$ cat config.mk
export PLATFORM = sky130hd
export DESIGN_NAME = forth_token_sequencer
export DESIGN_NICKNAME = d
export VERILOG_FILES = /design/src/rtl/forth_token_sequencer.sv
export SDC_FILE = /design/constraint.sdc
export NUM_CORES = 1
export LEC_CHECK = 0
export BUFFER_PORTS_ARGS = -buffer_cell sky130_fd_sc_hd__buf_2
export CAP_MARGIN = 20
export CORE_ASPECT_RATIO = 0.6
export CORE_UTILIZATION = 35
export CTS_BUF_LIST = sky130_fd_sc_hd__clkbuf_8
export DETAILED_ROUTE_END_ITERATION = 16
export GPL_TIMING_DRIVEN = 0
export PLACE_DENSITY = 0.66
export SETUP_SLACK_MARGIN = 0.5
export SLEW_MARGIN = 10
export SYNTH_ARGS = -nofsm -noshare
export SYNTH_HDL_FRONTEND = slang
export SYNTH_SLANG_ARGS = --single-unit
export TNS_END_PERCENT = 30
$ cat constraint.sdc
create_clock -name i_clk -period 4.2 [get_ports i_clk]
set_input_delay 0.42 -clock i_clk [delete_from_list [all_inputs] [get_ports i_clk]]
set_output_delay 0.42 -clock i_clk [all_outputs]
set_load 0.05 [all_outputs]
$ cat src/rtl/forth_token_sequencer.sv
// Forth compiler front end: splits a UART character stream into
// whitespace-delimited words, converts decimal literals into PUSH results and
// hands every other word to an external word-to-opcode translator whose answer
// is returned to the execution core over a valid/ready handshake.
module forth_token_sequencer #(
   parameter  int WIDTH      = 32,
   parameter  int DATA       = 32,
   parameter  int OPCODE     = 16,
   localparam int WIDTH_BITS = $clog2(WIDTH) + 1
) (
   input  logic                  i_clk,
   input  logic                  i_rst_n,
   input  logic                  i_rx_valid,
   input  logic [7:0]            i_rx_data,
   output logic                  o_rx_ready,
   output logic                  o_word_en,
   output logic [8*WIDTH-1:0]    o_word,
   output logic [WIDTH_BITS-1:0] o_len,
   input  logic [OPCODE-1:0]     i_tr_opcode,
   input  logic [DATA-1:0]       i_tr_data,
   input  logic                  i_tr_err,
   output logic                  o_valid,
   input  logic                  i_ready,
   output logic [OPCODE-1:0]     o_opcode,
   output logic [DATA-1:0]       o_data,
   output logic                  o_err
);

   localparam logic [1:0] ST_COLLECT  = 2'd0;
   localparam logic [1:0] ST_DISPATCH = 2'd1;
   localparam logic [1:0] ST_WAIT     = 2'd2;
   localparam logic [1:0] ST_EMIT     = 2'd3;

   localparam logic [OPCODE-1:0]     OP_NONE = '0;
   localparam logic [OPCODE-1:0]     OP_PUSH = OPCODE'(1);
   localparam logic [WIDTH_BITS-1:0] LEN_MAX = WIDTH_BITS'(WIDTH);
   localparam logic [WIDTH_BITS-1:0] LEN_ONE = WIDTH_BITS'(1);

   logic [1:0]            state_q,   state_d;
   logic [WIDTH_BITS-1:0] len_q,     len_d;
   logic [8*WIDTH-1:0]    buf_q,     buf_d;
   logic [DATA-1:0]       acc_q,     acc_d;
   logic                  numeric_q, numeric_d;
   logic                  neg_q,     neg_d;
   logic                  ovf_q,     ovf_d;
   logic [OPCODE-1:0]     opcode_q,  opcode_d;
   logic [DATA-1:0]       data_q,    data_d;
   logic                  err_q,     err_d;

   logic rx_fire;
   logic rx_delim;
   logic rx_digit;
   logic lone_minus;

   function automatic logic is_delim(input logic [7:0] c);
      return (c == 8'h20) || (c == 8'h09) || (c == 8'h0A) || (c == 8'h0D);
   endfunction

   // Two's-complement negation of the accumulated magnitude when '-' led the word.
   function automatic logic [DATA-1:0] apply_sign(input logic [DATA-1:0] mag,
                                                  input logic            neg);
      logic signed [DATA-1:0] s;
      s = mag;
      if (neg) s = -s;
      return s;
   endfunction

   // acc*10 + digit with natural wrap modulo 2^DATA.
   function automatic logic [DATA-1:0] acc_step(input logic [DATA-1:0] acc,
                                                input logic [3:0]      digit);
      return (acc << 3) + (acc << 1) + {{(DATA-4){1'b0}}, digit};
   endfunction

   assign rx_fire    = i_rx_valid && (state_q == ST_COLLECT);
   assign rx_delim   = is_delim(i_rx_data);
   assign rx_digit   = (i_rx_data >= 8'h30) && (i_rx_data <= 8'h39);
   // A word consisting of just "-" never saw a digit, so it is not a literal.
   assign lone_minus = neg_q && (len_q == LEN_ONE);

   // Next-state logic: word collection, literal tracking and result capture.
   always_comb begin
      state_d   = state_q;
      len_d     = len_q;
      buf_d     = buf_q;
      acc_d     = acc_q;
      numeric_d = numeric_q;
      neg_d     = neg_q;
      ovf_d     = ovf_q;
      opcode_d  = opcode_q;
      data_d    = data_q;
      err_d     = err_q;

      case (state_q)
         ST_COLLECT: begin
            if (rx_fire) begin
               if (rx_delim) begin
                  if (len_q != '0) begin
                     if (ovf_q) begin
                        opcode_d = OP_NONE;
                        data_d   = '0;
                        err_d    = 1'b1;
                        state_d  = ST_EMIT;
                     end else if (numeric_q && !lone_minus) begin
                        opcode_d = OP_PUSH;
                        data_d   = apply_sign(acc_q, neg_q);
                        err_d    = 1'b0;
                        state_d  = ST_EMIT;
                     end else begin
                        state_d  = ST_DISPATCH;
                     end
                  end
               end else if (len_q < LEN_MAX) begin
                  buf_d[8*int'(len_q) +: 8] = i_rx_data;
                  len_d = len_q + LEN_ONE;
                  if (rx_digit) begin
                     acc_d = acc_step(acc_q, i_rx_data[3:0]);
                  end else if ((i_rx_data == 8'h2D) && (len_q == '0)) begin
                     neg_d = 1'b1;
                  end else begin
                     numeric_d = 1'b0;
                  end
               end else begin
                  ovf_d = 1'b1;
               end
            end
         end
         ST_DISPATCH: begin
            state_d = ST_WAIT;
         end
         ST_WAIT: begin
            // Translator output is registered one cycle after o_word_en.
            opcode_d = i_tr_opcode;
            data_d   = i_tr_data;
            err_d    = i_tr_err;
            state_d  = ST_EMIT;
         end
         default: begin
            if (i_ready) begin
               len_d     = '0;
               buf_d     = '0;
               acc_d     = '0;
               numeric_d = 1'b1;
               neg_d     = 1'b0;
               ovf_d     = 1'b0;
               state_d   = ST_COLLECT;
            end
         end
      endcase
   end

   // State and datapath registers; reset drops any partial word or pending result.
   always_ff @(posedge i_clk or negedge i_rst_n) begin
      if (!i_rst_n) begin
         state_q   <= ST_COLLECT;
         len_q     <= '0;
         buf_q     <= '0;
         acc_q     <= '0;
         numeric_q <= 1'b1;
         neg_q     <= 1'b0;
         ovf_q     <= 1'b0;
         opcode_q  <= '0;
         data_q    <= '0;
         err_q     <= 1'b0;
      end else begin
         state_q   <= state_d;
         len_q     <= len_d;
         buf_q     <= buf_d;
         acc_q     <= acc_d;
         numeric_q <= numeric_d;
         neg_q     <= neg_d;
         ovf_q     <= ovf_d;
         opcode_q  <= opcode_d;
         data_q    <= data_d;
         err_q     <= err_d;
      end
   end

   assign o_rx_ready = (state_q == ST_COLLECT);
   assign o_word_en  = (state_q == ST_DISPATCH);
   assign o_valid    = (state_q == ST_EMIT);
   assign o_word     = buf_q;
   assign o_len      = len_q;
   assign o_opcode   = opcode_q;
   assign o_data     = data_q;
   assign o_err      = err_q;

endmodule

==> flow_summary.yaml <==
outcome:
  outcome: "complete, no violations"
die:
  coreArea_um2: 50100
  num_rows: 63
  ioPinCount: 375
  die_x_um: 295
  die_h_um: 178
  start_util_pct: 35.9
  die-area_um2: 52400
power_and_ir_drop:
  worst_ir_drop_vdd_uv: 345
  cellPowerDensity_nw_per_um2: 510
  power_leakage_uw: 0.0109
  power.total_uw: 11300
setup_path:
  cp-end-kind: "flop"
  crit_type: "flop to flop"
  cp_max_fo: 10
  ff2ff_path_depth: 10
  cp.arrival_ps: 4170
  startpoint_type: "flop"
  cp_data_required_time_ps: 4750
sta:
  max_freq_mhz: 277
  setup_tns_ps: 0
  tightestPinTransition_ps: 1140
  finClkSkew_ps: 50.4
  fin_crit_sh_pct: 86.1
  slew_violations: 0
  fin_crit_ps: 3610
  rsz0062_at_grt: "yes"
  max-slew-margin-rel_pct: 23.2
  hold_violations: 0
  finalSetupViolCount: 0
global_route:
  grt_max_degree: 113
  grt_first_pass_wirelength_mm: 98.0
  grtUsageTotal_pct: 24.6
  grt_pass1_vias: 16100
  overflow: 0
  antenna_found_initial: 3
clock_network:
  cts_max_path_buffers: 3
  cts_tree: "done"
  numCtsBuffers: 55
  cts_sinks: 348
  h-tree-depth: 2
  clk_pin_slew_worst_paths_ps: 60
  clkLatencyLatePin_ps: 640
  clockRootBuffer: "clkbuf_8"
drt:
  wl_met2_mm: 29.3
  wl_mm: 66.7
  drc: 0
  route.vias.total: 17100
  viasPerCell: 5.63
  highest_layer: "met4"
  dr.pass1.iters: 5
  ant_nets: 0
  wl_met3_mm: 6.32
  routedWlPerCell_um: 22.0
  drt_iter0_markers: 1490
  drt-met1-wl_mm: 29.1
logic_synthesis:
  yosysMostFrequentCell: "dfrtp_1"
  synth_top_area_share_pct: 48.3
  ys_warn_count: 0
  synth_mux_area_share_pct: 7.41
  syn-cell-area_um2: 18000
  synth-compound-area-share_pct: 11.9
  yosys_register_bits: 348
  synthTopCellsByCount: "347 x dfrtp_1, 271 x nand2_1, 250 x nand3_1, 167 x o21ai_0, 123 x mux2i_1"
  synth_cells: 1862
  synth_top_family_by_area: "simple AND/OR/NAND/NOR gates"
  yosys.area.top_type: "dfrtp_1"
  synthSimpleGateAreaFrac_pct: 21.0
  syn_nets: 1993
  yosys-top-cells-area: "dfrtp_1 48%, nand3_1 7.0%, mux2i_1 6.8%"
  synth_flop_cell: "dfrtp_1"
  synth_enable_flop_cells: 0
  synth_cell_types: 82
  syn_area_per_cell_um2: 9.66
  synth-adder-area-share_pct: 4.95
  synth_seq_area_share_pct: 48.4
  yosys.area_share.xor_xnor_pct: 2.73
  async_flop_share_pct: 100
finish:
  area_growth_pct: 22.7
  design_area_um2: 22100
  final_nets: 2439
  drive_gt1_share_pct: 23.7
placed_design:
  dp_hpwl_mm: 50.8
  io_buffers: 372
  gp_congestion: 0.956
  place_area_um2: 20800
hold_path:
  hp-class: "input port to flop"
  whs_path_depth: 3
flow_run:
  maxCapViolations: 0
==> registers in the layout (all words and copies together) (netlist names), 2 cells and up <==
| register | count |
|---|---|
| o_word | 256 |
| state_q | 2 |
| o_opcode | 16 |
| acc_q | 32 |
| o_data | 32 |
| o_len | 6 |
==> final cells by class <==
cell class / count / area [um^2]
well taps: 682 / 853
repair buffers: 389 / 2080
inverters: 23 / 86.3
fillers: 4809 / 28000
diodes: 3 / 7.51
plain buffers: 128 / 571
flip-flops and latches: 348 / 8710
clock inverters: 30 / 170
multi-input cells: 1363 / 8650
clock buffers: 69 / 950
==> what timing repair did <==
action                                  in CTS  in global routing
pin swaps                                    0                  1
hold endpoints to repair                    65                  0
endpoints found under the setup margin       3                 45
gates resized for setup                      2                  8
hold buffers                                 7                  0
buffers inserted                             0                  3
==> path summary, 6_finish.rpt <==
| check | startpoint | endpoint | slack, ps |
|---|---|---|---|
| setup / recovery | o_len[0]$_DFFE_PN0P_ | o_word[148]$_DFFE_PN0P_ | 590 |
| hold / removal | i_tr_opcode[10] | o_opcode[10]$_DFFE_PN0P_ | 40 |
| setup reg to reg | o_len[0]$_DFFE_PN0P_ | o_word[148]$_DFFE_PN0P_ | 590 |
| hold reg to reg | o_opcode[14]$_DFFE_PN0P_ | o_opcode[14]$_DFFE_PN0P_ | 470 |
| max in group asynchronous | i_rst_n | o_word[247]$_DFFE_PN0P_ | 2360 |
| min in group asynchronous | i_rst_n | o_word[20]$_DFFE_PN0P_ | 320 |
==> through the flow <==
stage / utilization [%] / worst slack [ps] / instances / hold WS (ps)
final: 44.1 / 586 / 3035 / 37.7
after global routing: 44.1 / 411 / 3034 / 20.9
after CTS: 44.0 / 436 / 3027 / 0.486
after detailed placement: 41.6 / 338 / 2921 / 395
after global placement: 41.4 / -4080 / 2916 / 447
after floorplan: - / 1000 / 1862 / 124
==> kinds of logic (layout without fill, tap and decap cells) <==
family          after synthesis  after routing
simple gates                764            764
flops                       348            348
compound gates              341            341
buf+inv                     151            639
mux                         132            132
fa+ha+maj                    70             70
xor+xnor                     56             56
other cells                   0              3
==> worst max-delay path, cell delays in order, from the launching register on <==
cell and delay, ps:
dfrtp_1 580, inv_1 210, ha_1 250, buf_2 190
nand2_1 90, clkbuf_1 500, and2_1 240, clkbuf_1 450
clkbuf_1 510, nand3_1 270, o21ai_0 230
==> where the power goes <==
part,switching [uW],internal [uW]
registers,183,3630
clock network,1440,1550
logic,3530,921
total,5160,6100
==> cell usage in the layout (no fill, tap or decap), types with 8 or more instances in the layout <==
cell,netlist,routed
nor2_2,8,9
xor2_1,23,23
nor3_1,14,14
buf_2,31,402
clkbuf_1,89,88
or4_1,8,8
nand2b_1,9,9
a21o_1,14,14
inv_1,23,44
clkbuf_8,0,69
and3_1,17,17
or3_1,8,8
a21oi_1,42,41
nand2_1,271,271
nor2_1,96,95
mux2_2,9,9
xnor2_1,33,33
a221oi_1,24,24
mux2i_1,123,123
nand3_1,250,250
nand4_2,10,10
nand4_1,16,16
o31ai_1,16,16
a22o_1,15,15
o21ai_0,167,166
ha_1,68,68
dfrtp_1,347,347
==> layer usage <==
layer | vias to the layer above | GRT usage (%)
li1 | 7551 | -
met1 | 8540 | 35.5
met2 | 843 | 36.9
met3 | 141 | 5.21
met4 | 0 | 7.27
met5 | - | 0
No activity file was read; power rests on OpenSTA's default activity.
